[config.mk]
export PLATFORM = sky130hd
export DESIGN_NAME = ddrphy_wr_path
export DESIGN_NICKNAME = d
export VERILOG_FILES = /design/src/rtl/ddrphy_pkg.sv /design/src/rtl/ddrphy_dly_line.sv /design/src/rtl/ddrphy_wr_path.sv
export SDC_FILE = /design/constraint.sdc
export NUM_CORES = 1
export LEC_CHECK = 0
export CELL_PAD_IN_SITES_DETAIL_PLACEMENT = 0
export CELL_PAD_IN_SITES_GLOBAL_PLACEMENT = 1
export CORE_MARGIN = 4
export CORE_UTILIZATION = 41
export DETAILED_ROUTE_END_ITERATION = 7
export PLACE_DENSITY = 0.94
export SYNTH_ARGS = -nofsm -noshare
export SYNTH_HDL_FRONTEND = slang
export SYNTH_SLANG_ARGS = --single-unit
[constraint.sdc]
create_clock -name clk -period 2.05 [get_ports clk]
set_input_delay 0.3075 -clock clk [delete_from_list [all_inputs] [get_ports clk]]
set_output_delay 0.3075 -clock clk [all_outputs]
set_load 0.005 [all_outputs]
[src/rtl/ddrphy_pkg.sv]
// Shared widths and write-path FSM encoding for the DDR2 PHY.
package ddrphy_pkg;

  localparam int DQ_WIDTH       = 64;
  localparam int DM_WIDTH       = 8;
  localparam int DFI_DATA_WIDTH = 128;
  localparam int DFI_MASK_WIDTH = 16;

  typedef enum logic [1:0] {
    IDLE = 2'd0,
    PRE  = 2'd1,
    DATA = 2'd2,
    POST = 2'd3
  } wr_state_t;

endpackage

[src/rtl/ddrphy_dly_line.sv]
// Fixed-depth register delay with synchronous clear; exposes the final stage
// and the MSB of the stage before it as a one-cycle lookahead flag (DEPTH >= 2).
module ddrphy_dly_line #(
  parameter int WIDTH = 8,
  parameter int DEPTH = 2
) (
  input  logic             clk,
  input  logic             rst,
  input  logic [WIDTH-1:0] din,
  output logic [WIDTH-1:0] dout,
  output logic             dout_msb_nxt
);

  logic [DEPTH-1:0][WIDTH-1:0] stage_d;
  logic [DEPTH-1:0][WIDTH-1:0] stage_q;

  always_comb begin
    stage_d    = stage_q;
    stage_d[0] = din;
    for (int i = 1; i < DEPTH; i++) begin
      stage_d[i] = stage_q[i-1];
    end
  end

  always_ff @(posedge clk) begin
    if (rst) begin
      stage_q <= '0;
    end else begin
      stage_q <= stage_d;
    end
  end

  assign dout         = stage_q[DEPTH-1];
  assign dout_msb_nxt = stage_q[DEPTH-2][WIDTH-1];

endmodule

[src/rtl/ddrphy_wr_path.sv]
// DDR2 PHY write datapath: aligns DFI write data by WR_DELAY and emits
// per-phase DQ/DM/DQS with preamble, postamble and output enables.
module ddrphy_wr_path
  import ddrphy_pkg::*;
#(
  parameter int WR_DELAY = 2,
  parameter int BL       = 4
) (
  input  logic                      clk,
  input  logic                      rst,
  input  logic                      wrdata_en,
  input  logic [DFI_DATA_WIDTH-1:0] wrdata,
  input  logic [DFI_MASK_WIDTH-1:0] wrdata_mask,
  output logic [DQ_WIDTH-1:0]       dq_rise,
  output logic [DQ_WIDTH-1:0]       dq_fall,
  output logic [DM_WIDTH-1:0]       dm_rise,
  output logic [DM_WIDTH-1:0]       dm_fall,
  output logic                      dq_oe,
  output logic                      dqs_rise,
  output logic                      dqs_fall,
  output logic                      dqs_oe,
  output logic                      wr_active,
  output logic                      wr_len_err
);

  localparam int PW   = 1 + DFI_MASK_WIDTH + DFI_DATA_WIDTH;
  localparam int HALF = BL / 2;

  logic [PW-1:0]             cur_word;
  logic                      nxt_en;
  logic                      cur_en;
  logic [DFI_MASK_WIDTH-1:0] cur_mask;
  logic [DFI_DATA_WIDTH-1:0] cur_data;

  ddrphy_dly_line #(
    .WIDTH (PW),
    .DEPTH (WR_DELAY)
  ) u_dly (
    .clk          (clk),
    .rst          (rst),
    .din          ({wrdata_en, wrdata_mask, wrdata}),
    .dout         (cur_word),
    .dout_msb_nxt (nxt_en)
  );

  assign cur_en   = cur_word[PW-1];
  assign cur_mask = cur_word[PW-2 -: DFI_MASK_WIDTH];
  assign cur_data = cur_word[DFI_DATA_WIDTH-1:0];

  wr_state_t           state_d, state_q;
  logic [DQ_WIDTH-1:0] dq_rise_d, dq_rise_q;
  logic [DQ_WIDTH-1:0] dq_fall_d, dq_fall_q;
  logic [DM_WIDTH-1:0] dm_rise_d, dm_rise_q;
  logic [DM_WIDTH-1:0] dm_fall_d, dm_fall_q;
  logic                dq_oe_d, dq_oe_q;
  logic                dqs_rise_d, dqs_rise_q;
  logic                dqs_oe_d, dqs_oe_q;
  logic [2:0]          cnt_d, cnt_q, cnt_inc;
  logic                err_d, err_q;

  // The stage on the pads this cycle decides DATA; the lookahead stage
  // decides whether a low DQS cycle is a preamble (shared with a postamble).
  always_comb begin
    state_d = IDLE;
    if (cur_en) begin
      state_d = DATA;
    end else if (nxt_en) begin
      state_d = PRE;
    end else if (state_q == DATA) begin
      state_d = POST;
    end

    dqs_oe_d   = (state_d != IDLE);
    dq_oe_d    = (state_d == DATA);
    dqs_rise_d = (state_d == DATA);
    dq_rise_d  = dq_oe_d ? cur_data[DFI_DATA_WIDTH-1 -: DQ_WIDTH] : '0;
    dq_fall_d  = dq_oe_d ? cur_data[DQ_WIDTH-1:0] : '0;
    dm_rise_d  = dq_oe_d ? cur_mask[DFI_MASK_WIDTH-1 -: DM_WIDTH] : '0;
    dm_fall_d  = dq_oe_d ? cur_mask[DM_WIDTH-1:0] : '0;
  end

  // Burst-length check runs on the raw input, independent of the delay line.
  always_comb begin
    cnt_inc = cnt_q + 3'd1;
    cnt_d   = 3'd0;
    if (wrdata_en) begin
      cnt_d = (cnt_inc == 3'(HALF)) ? 3'd0 : cnt_inc;
    end
    err_d = err_q | (!wrdata_en && (cnt_q != 3'd0));
  end

  always_ff @(posedge clk) begin
    if (rst) begin
      state_q    <= IDLE;
      dq_rise_q  <= '0;
      dq_fall_q  <= '0;
      dm_rise_q  <= '0;
      dm_fall_q  <= '0;
      dq_oe_q    <= 1'b0;
      dqs_rise_q <= 1'b0;
      dqs_oe_q   <= 1'b0;
      cnt_q      <= '0;
      err_q      <= 1'b0;
    end else begin
      state_q    <= state_d;
      dq_rise_q  <= dq_rise_d;
      dq_fall_q  <= dq_fall_d;
      dm_rise_q  <= dm_rise_d;
      dm_fall_q  <= dm_fall_d;
      dq_oe_q    <= dq_oe_d;
      dqs_rise_q <= dqs_rise_d;
      dqs_oe_q   <= dqs_oe_d;
      cnt_q      <= cnt_d;
      err_q      <= err_d;
    end
  end

  assign dq_rise    = dq_rise_q;
  assign dq_fall    = dq_fall_q;
  assign dm_rise    = dm_rise_q;
  assign dm_fall    = dm_fall_q;
  assign dq_oe      = dq_oe_q;
  assign dqs_rise   = dqs_rise_q;
  assign dqs_fall   = 1'b0;
  assign dqs_oe     = dqs_oe_q;
  assign wr_active  = dqs_oe_q;
  assign wr_len_err = err_q;

endmodule

==> results of run 1 <==
[worst paths after layout]
| check | from | endpoint | depth (start not counted) |
|---|---|---|---|
| worst min-delay path | rst | u_dly.dout[92] | 3 |
| worst min register to register | u_dly.dout[3] | dq_fall[3] | 1 |
| worst max register to register | u_dly.dout[144] | dq_fall[57] | 3 |
| worst max-delay path | dqs_rise | dq_oe | 1 |
[worst register-to-register path, delay by kind of cell, from the launching register on]
family	cells	cell delay [ns]
and+or+nand+nor	2	0.46
buffers and inverters	1	0.48
DFF	1	0.38
[cell usage in the layout (no fill, tap or decap)]
master / synthesis / final
clkdlybuf4s50_1: 0 / 294
clkbuf_16: 0 / 43
clkinv_2: 0 / 6
xnor2_1: 1 / 1
nor2b_4: 0 / 1
a211oi_1: 1 / 1
clkbuf_8: 0 / 9
and2_1: 144 / 144
bufinv_16: 0 / 6
conb_1: 1 / 1
ha_1: 3 / 3
nor3_1: 2 / 2
nor2b_1: 289 / 289
buf_8: 0 / 1
inv_1: 5 / 5
a21oi_1: 3 / 3
nand2b_1: 2 / 2
buf_4: 3 / 4
clkinv_8: 0 / 2
nand2_1: 1 / 1
nor2_1: 6 / 6
diode_2: 0 / 1
clkinv_4: 0 / 2
buf_12: 0 / 4
dfxtp_1: 442 / 442
clkbuf_1: 7 / 7
[metal layers]
| metal | vias to the layer above | share of wire (%) | track usage, % | routed length [µm] |
|---|---|---|---|---|
| met4 | 0 | 4.0 | 5.93 | 909 |
| met5 | - | 0 | 0 | 0 |
| met1 | 2979 | 38 | 14.7 | 8700 |
| met2 | 195 | 50 | 23.7 | 11200 |
| met3 | 64 | 8.0 | 4.47 | 1800 |
| li1 | 3442 | - | - | - |
[registers in the layout, summed over array words and instances, names as in the netlist]
register / count
cnt_q: 3
dm_fall: 8
dm_rise: 8
dq_fall: 64
dq_rise: 64
dqs_oe: 1
dqs_rise: 1
state_q: 2
u_dly.dout: 145
u_dly.dout_msb_nxt: 1
u_dly.stage_d: 144
wr_len_err: 1
[cell type report]
cell class | count | area [µm²] | area share (%)
Antenna cell | 1 | 2.50 | 0.0149
Clock inverter | 16 | 260 | 1.55
Multi-Input combinational cell | 454 | 2840 | 17.0
Timing Repair Buffer | 303 | 3070 | 18.3
Inverter | 5 | 18.8 | 0.112
Clock buffer | 59 | 1230 | 7.32
Sequential cell | 442 | 8850 | 52.8
Tap cell | 384 | 480 | 2.87
[per-stage QoR]
| step | hold WS, ns | power (mW) | util (%) | area [µm²] | setup WS [ns] |
|---|---|---|---|---|---|
| floorplan | 0.406 | 9.41 | - | 12000 | 0.978 |
| global placement | 0.408 | 9.77 | 53.0 | 15300 | 0.619 |
| detailed placement | 0.410 | 9.79 | 53.0 | 15300 | 0.557 |
| CTS | 0.295 | 17.9 | 58.2 | 16700 | 0.205 |
| global route | 0.304 | 18.3 | 58.2 | 16700 | 0.180 |
| finish | 0.301 | 17.6 | 58.2 | 16700 | 0.279 |
[cell families after synthesis]
group	after synthesis	share of synthesized area (%)
AO/OA/AOI/OAI	4	0.187
XOR/XNOR	1	0.0729
adder cells (fa/ha/maj)	3	0.312
buffers and inverters	57	2.73
flip-flops	442	73.6
other	1	0.0312
AND/OR/NAND/NOR	445	23.0
[power breakdown]
| group | internal (mW) | switching (mW) | total, mW |
|---|---|---|---|
| clock | 4.94 | 3.08 | 8.02 |
| combinational | 0.441 | 0.218 | 0.659 |
| sequential | 8.88 | 0.0579 | 8.93 |
==> results.sh, run 1 <==
export IMPL_path_clk_slew_ns=0.06
export IMPL_drv_cap=0
export IMPL_chipWidth_um=179
export IMPL_rows=62
export IMPL_setup_tns_final_ns=0
export IMPL_fmaxAchievable_ghz=0.565
export IMPL_final_cells=1664
export IMPL_synth_async_reset_ratio_pct=0
export IMPL_die_y_um=179
export IMPL_post_route_drc_count=0
export IMPL_synth_avg_cell_area_um2=12.6
export IMPL_setup_violations=0
export IMPL_worst_path_largest_cell_delay_ns=0.57
export IMPL_clock_sinks=442
export IMPL_insertion_delay_ns=0.53
export IMPL_synth_top_area_share_pct=73.6
export IMPL_cp_top_family="buffers and inverters"
export IMPL_dieArea_um2=32100
export IMPL_critPathArrivalTime_ns=1.46
export IMPL_synth_edf_count=0
export IMPL_peakVddDrop_mv=0.683
export IMPL_critPathCaptureType="primary output"
export IMPL_finalNetCount=1398
export IMPL_synth_ff_latch_count=442
export IMPL_antenna_found_initial=1
export IMPL_synth_area_leader_cell="dfxtp_1"
export IMPL_pin_count=297
export IMPL_wl_mm=22.6
export IMPL_path_buf_inv=1
export IMPL_viasPerCell=4.01
export IMPL_ctsResizeCount=0
export IMPL_yosys_warnings=0
export IMPL_worstSetupStartpointType="register"
export IMPL_syn_to_final_growth_pct=39.4
export IMPL_status="finished clean"
export IMPL_start_util_pct=41.7
export IMPL_crit_required_ns=1.74
export IMPL_crit_type="reg2out"
export IMPL_drt_wirelength_per_cell_um=13.6
export IMPL_drtIter0Drc=139
export IMPL_port_buffers=295
export IMPL_grt_overflow_total=0
export IMPL_path_cells="clkdlybuf4s50_1"
export IMPL_netlist_top_cells_count="dfxtp_1, nor2b_1, and2_1, buf_2"
export IMPL_syn_inst=953
export IMPL_yosysUniqueCellTypes=19
export IMPL_vias=6680
export IMPL_p_leak_nw=6.63
export IMPL_cp_slowest_cell="clkdlybuf4s50_1"
export IMPL_cts_buffers_inserted=42
export IMPL_routabilityCongestion=0.792
export IMPL_min_period_ns=1.77
export IMPL_ant_nets=0
export IMPL_clock_path_buffers=3
export IMPL_grt_usage_pct=13.4
export IMPL_synth_most_common_cell="dfxtp_1"
export IMPL_cts_tree="built"
export IMPL_cts_hold_buf=0
export IMPL_root_buffer="clkbuf_16"
export IMPL_hpwlAfterDp_mm=15.4
export IMPL_grt_pass1_vias=6662
export IMPL_cp_max_fo=2
export IMPL_synth_ff_type="dfxtp_1"
export IMPL_fin_crit_sh_pct=86.4
export IMPL_placed_cells=1588
export IMPL_max_slew_worst_pin_slew_ns=0.569
export IMPL_rsz0062_at_grt="no"
export IMPL_cts_htree_levels=2
export IMPL_post_cts_setup_buffers=0
export IMPL_final_setup_skew_ns=0.0212
export IMPL_reg2reg_slack_ns=0.69
export IMPL_hp_class="in2reg"
export IMPL_power_density_nw_per_um2=1050
export IMPL_slew_headroom_pct=62.0
export IMPL_grt_pass1_wl_mm=33.9
export IMPL_slew_viol_final=0
export IMPL_synth_area_top_cells="dfxtp_1, nor2b_1, and2_1, buf_2, buf_6"
export IMPL_layout_drive_gt1_share_pct=6.10
export IMPL_seq_area_frac_synth_pct=73.6
export IMPL_final_hold_violation_count=0
export IMPL_syn_area_um2=12000
export IMPL_fill_cells=2277
export IMPL_core_area_um2=28800
export IMPL_synth_fp_nets=1103
export IMPL_dr_pass1_iters=4
export IMPL_grt_max_degree=110
(Power assumes the default switching activity.)
==> inputs of run 2 (changes only) <==
Settings changed: CTS_BUF_LIST set to sky130_fd_sc_hd__clkbuf_4 sky130_fd_sc_hd__clkbuf_8 sky130_fd_sc_hd__clkbuf_16.
==> run 2 against run 1 <==
  * First-iteration DRC count down 0.72%
  * Count of clock-buffer cells in the layout unchanged
  * Sequential cell count unchanged
  * Clock skew down 0.0016 ns
  * Register-to-register slack about the same
  * Sequential share of layout area down 0.083 points
  * Fmax about the same
  * Utilization up 0.091 points
  * Cell area up 0.16%
  * Setup slack worse by 0.00088 ns
  * Die area unchanged
  * Via count down 0.10%
  * Largest power group unchanged
==> results.sh, run 2 (same netlist as run 1, synthesis figures left out) <==
export IMPL_setup_violations=0
export IMPL_pin_count=297
export IMPL_insertion_delay_ns=0.53
export IMPL_hp_class="in2reg"
export IMPL_hold_slack_ns=0.301
export IMPL_clock_path_buffers=3
export IMPL_cts_tree="built"
export IMPL_root_buffer="clkbuf_16"
export IMPL_ant_nets=0
export IMPL_cts_htree_levels=2
export IMPL_regArea_um2=8850
export IMPL_path_cells="clkdlybuf4s50_1"
export IMPL_critical_path_depth=1
export IMPL_final_setup_skew_ns=0.0195
export IMPL_drv_cap=0
export IMPL_core_area_um2=28800
export IMPL_worst_path_largest_cell_delay_ns=0.57
export IMPL_rsz0062_at_grt="no"
export IMPL_max_slew_worst_pin_slew_ns=0.567
export IMPL_cts_hold_buf=0
export IMPL_grt_max_degree=110
export IMPL_critPathCaptureType="primary output"
export IMPL_min_period_ns=1.77
export IMPL_cp_max_fo=2
export IMPL_worstSetupStartpointType="register"
export IMPL_crit_type="reg2out"
export IMPL_die_y_um=179
export IMPL_post_cts_setup_buffers=0
export IMPL_antenna_found_initial=1
export IMPL_final_hold_violation_count=0
export IMPL_grt_pass1_wl_mm=33.9
export IMPL_grt_pass1_vias=6657
export IMPL_dr_pass1_iters=4
export IMPL_peakVddDrop_mv=0.683
export IMPL_slew_viol_final=0
export IMPL_wl_mm=22.6
export IMPL_final_cell_mix="dfxtp_1, clkdlybuf4s50_1, nor2b_1, and2_1, clkbuf_16"
export IMPL_multi_input_area_um2=2840
export IMPL_fill_cells=2270
export IMPL_status="finished clean"
export IMPL_cts_buffers_inserted=42
export IMPL_grt_usage_pct=13.4
export IMPL_setup_tns_final_ns=0
export IMPL_ctsResizeCount=0
export IMPL_layout_commonest_cell="dfxtp_1"
export IMPL_syn_to_final_growth_pct=39.6
export IMPL_rows=62
export IMPL_grt_overflow_total=0
export IMPL_utilization_pct=58.3
export IMPL_crit_required_ns=1.74
export IMPL_fmaxAchievable_ghz=0.564
export IMPL_hpwlAfterDp_mm=15.4
export IMPL_slew_headroom_pct=62.2
export IMPL_path_clk_slew_ns=0.06
export IMPL_power_density_nw_per_um2=1060
export IMPL_fin_area_um2=16800
export IMPL_power_mw=17.7
export IMPL_fin_crit_sh_pct=86.4
export IMPL_critPathArrivalTime_ns=1.46
export IMPL_path_buf_inv=1
export IMPL_drtIter0Drc=138
export IMPL_start_util_pct=41.7
export IMPL_cp_top_family="buffers and inverters"
export IMPL_viasPerCell=4.01
export IMPL_reg2reg_depth=3
export IMPL_port_buffers=295
export IMPL_clock_sinks=442
export IMPL_dieArea_um2=32100
export IMPL_cp_slowest_cell="clkdlybuf4s50_1"
export IMPL_largest_reg_flops=145
export IMPL_holdPathStages=3
export IMPL_drt_wirelength_per_cell_um=13.6
export IMPL_chipWidth_um=179
export IMPL_dpl_instance_area_um2=15300
export IMPL_routabilityCongestion=0.792
export IMPL_layout_drive_gt1_share_pct=6.65
export IMPL_p_leak_nw=6.65
export IMPL_vias=6673
export IMPL_post_route_drc_count=0
export IMPL_finalNetCount=1398
[run 2: cell type report]
cell class | count | share of cell area, %
Clock inverter | 16 | 1.55
Tap cell | 384 | 2.86
Clock buffer | 59 | 7.47
Timing Repair Buffer | 303 | 18.3
Inverter | 5 | 0.112
Multi-Input combinational cell | 454 | 17.0
Sequential cell | 442 | 52.7
Antenna cell | 1 | 0.0149
[run 2: power by group]
group	switching [mW]	total [mW]	internal, mW
clock	3.07	8.11	5.04
combinational	0.218	0.659	0.441
sequential	0.0583	8.93	8.88
[run 2: layer usage]
layer | vias up | part of all wire [%] | global-route usage, %
met5 | - | 0 | 0
met2 | 202 | 50 | 23.7
met1 | 2963 | 39 | 14.7
met4 | 0 | 4.0 | 5.78
li1 | 3442 | - | -
met3 | 66 | 8.0 | 4.39
[run 2: metrics by stage]
step	std cells	setup WS, ns
after floorplan	953	0.978
after global placement	1588	0.619
after detailed placement	1588	0.557
after CTS	1663	0.205
after global routing	1664	0.180
final	1664	0.278
[run 2: path summary, 6_finish.rpt]
kind	from	end	slack [ns]
hold reg to reg	u_dly.dout[3]	dq_fall[3]	0.42
setup / recovery	dqs_rise	dq_oe	0.28
setup reg to reg	u_dly.dout[144]	dq_fall[57]	0.69
hold / removal	rst	u_dly.dout[92]	0.30
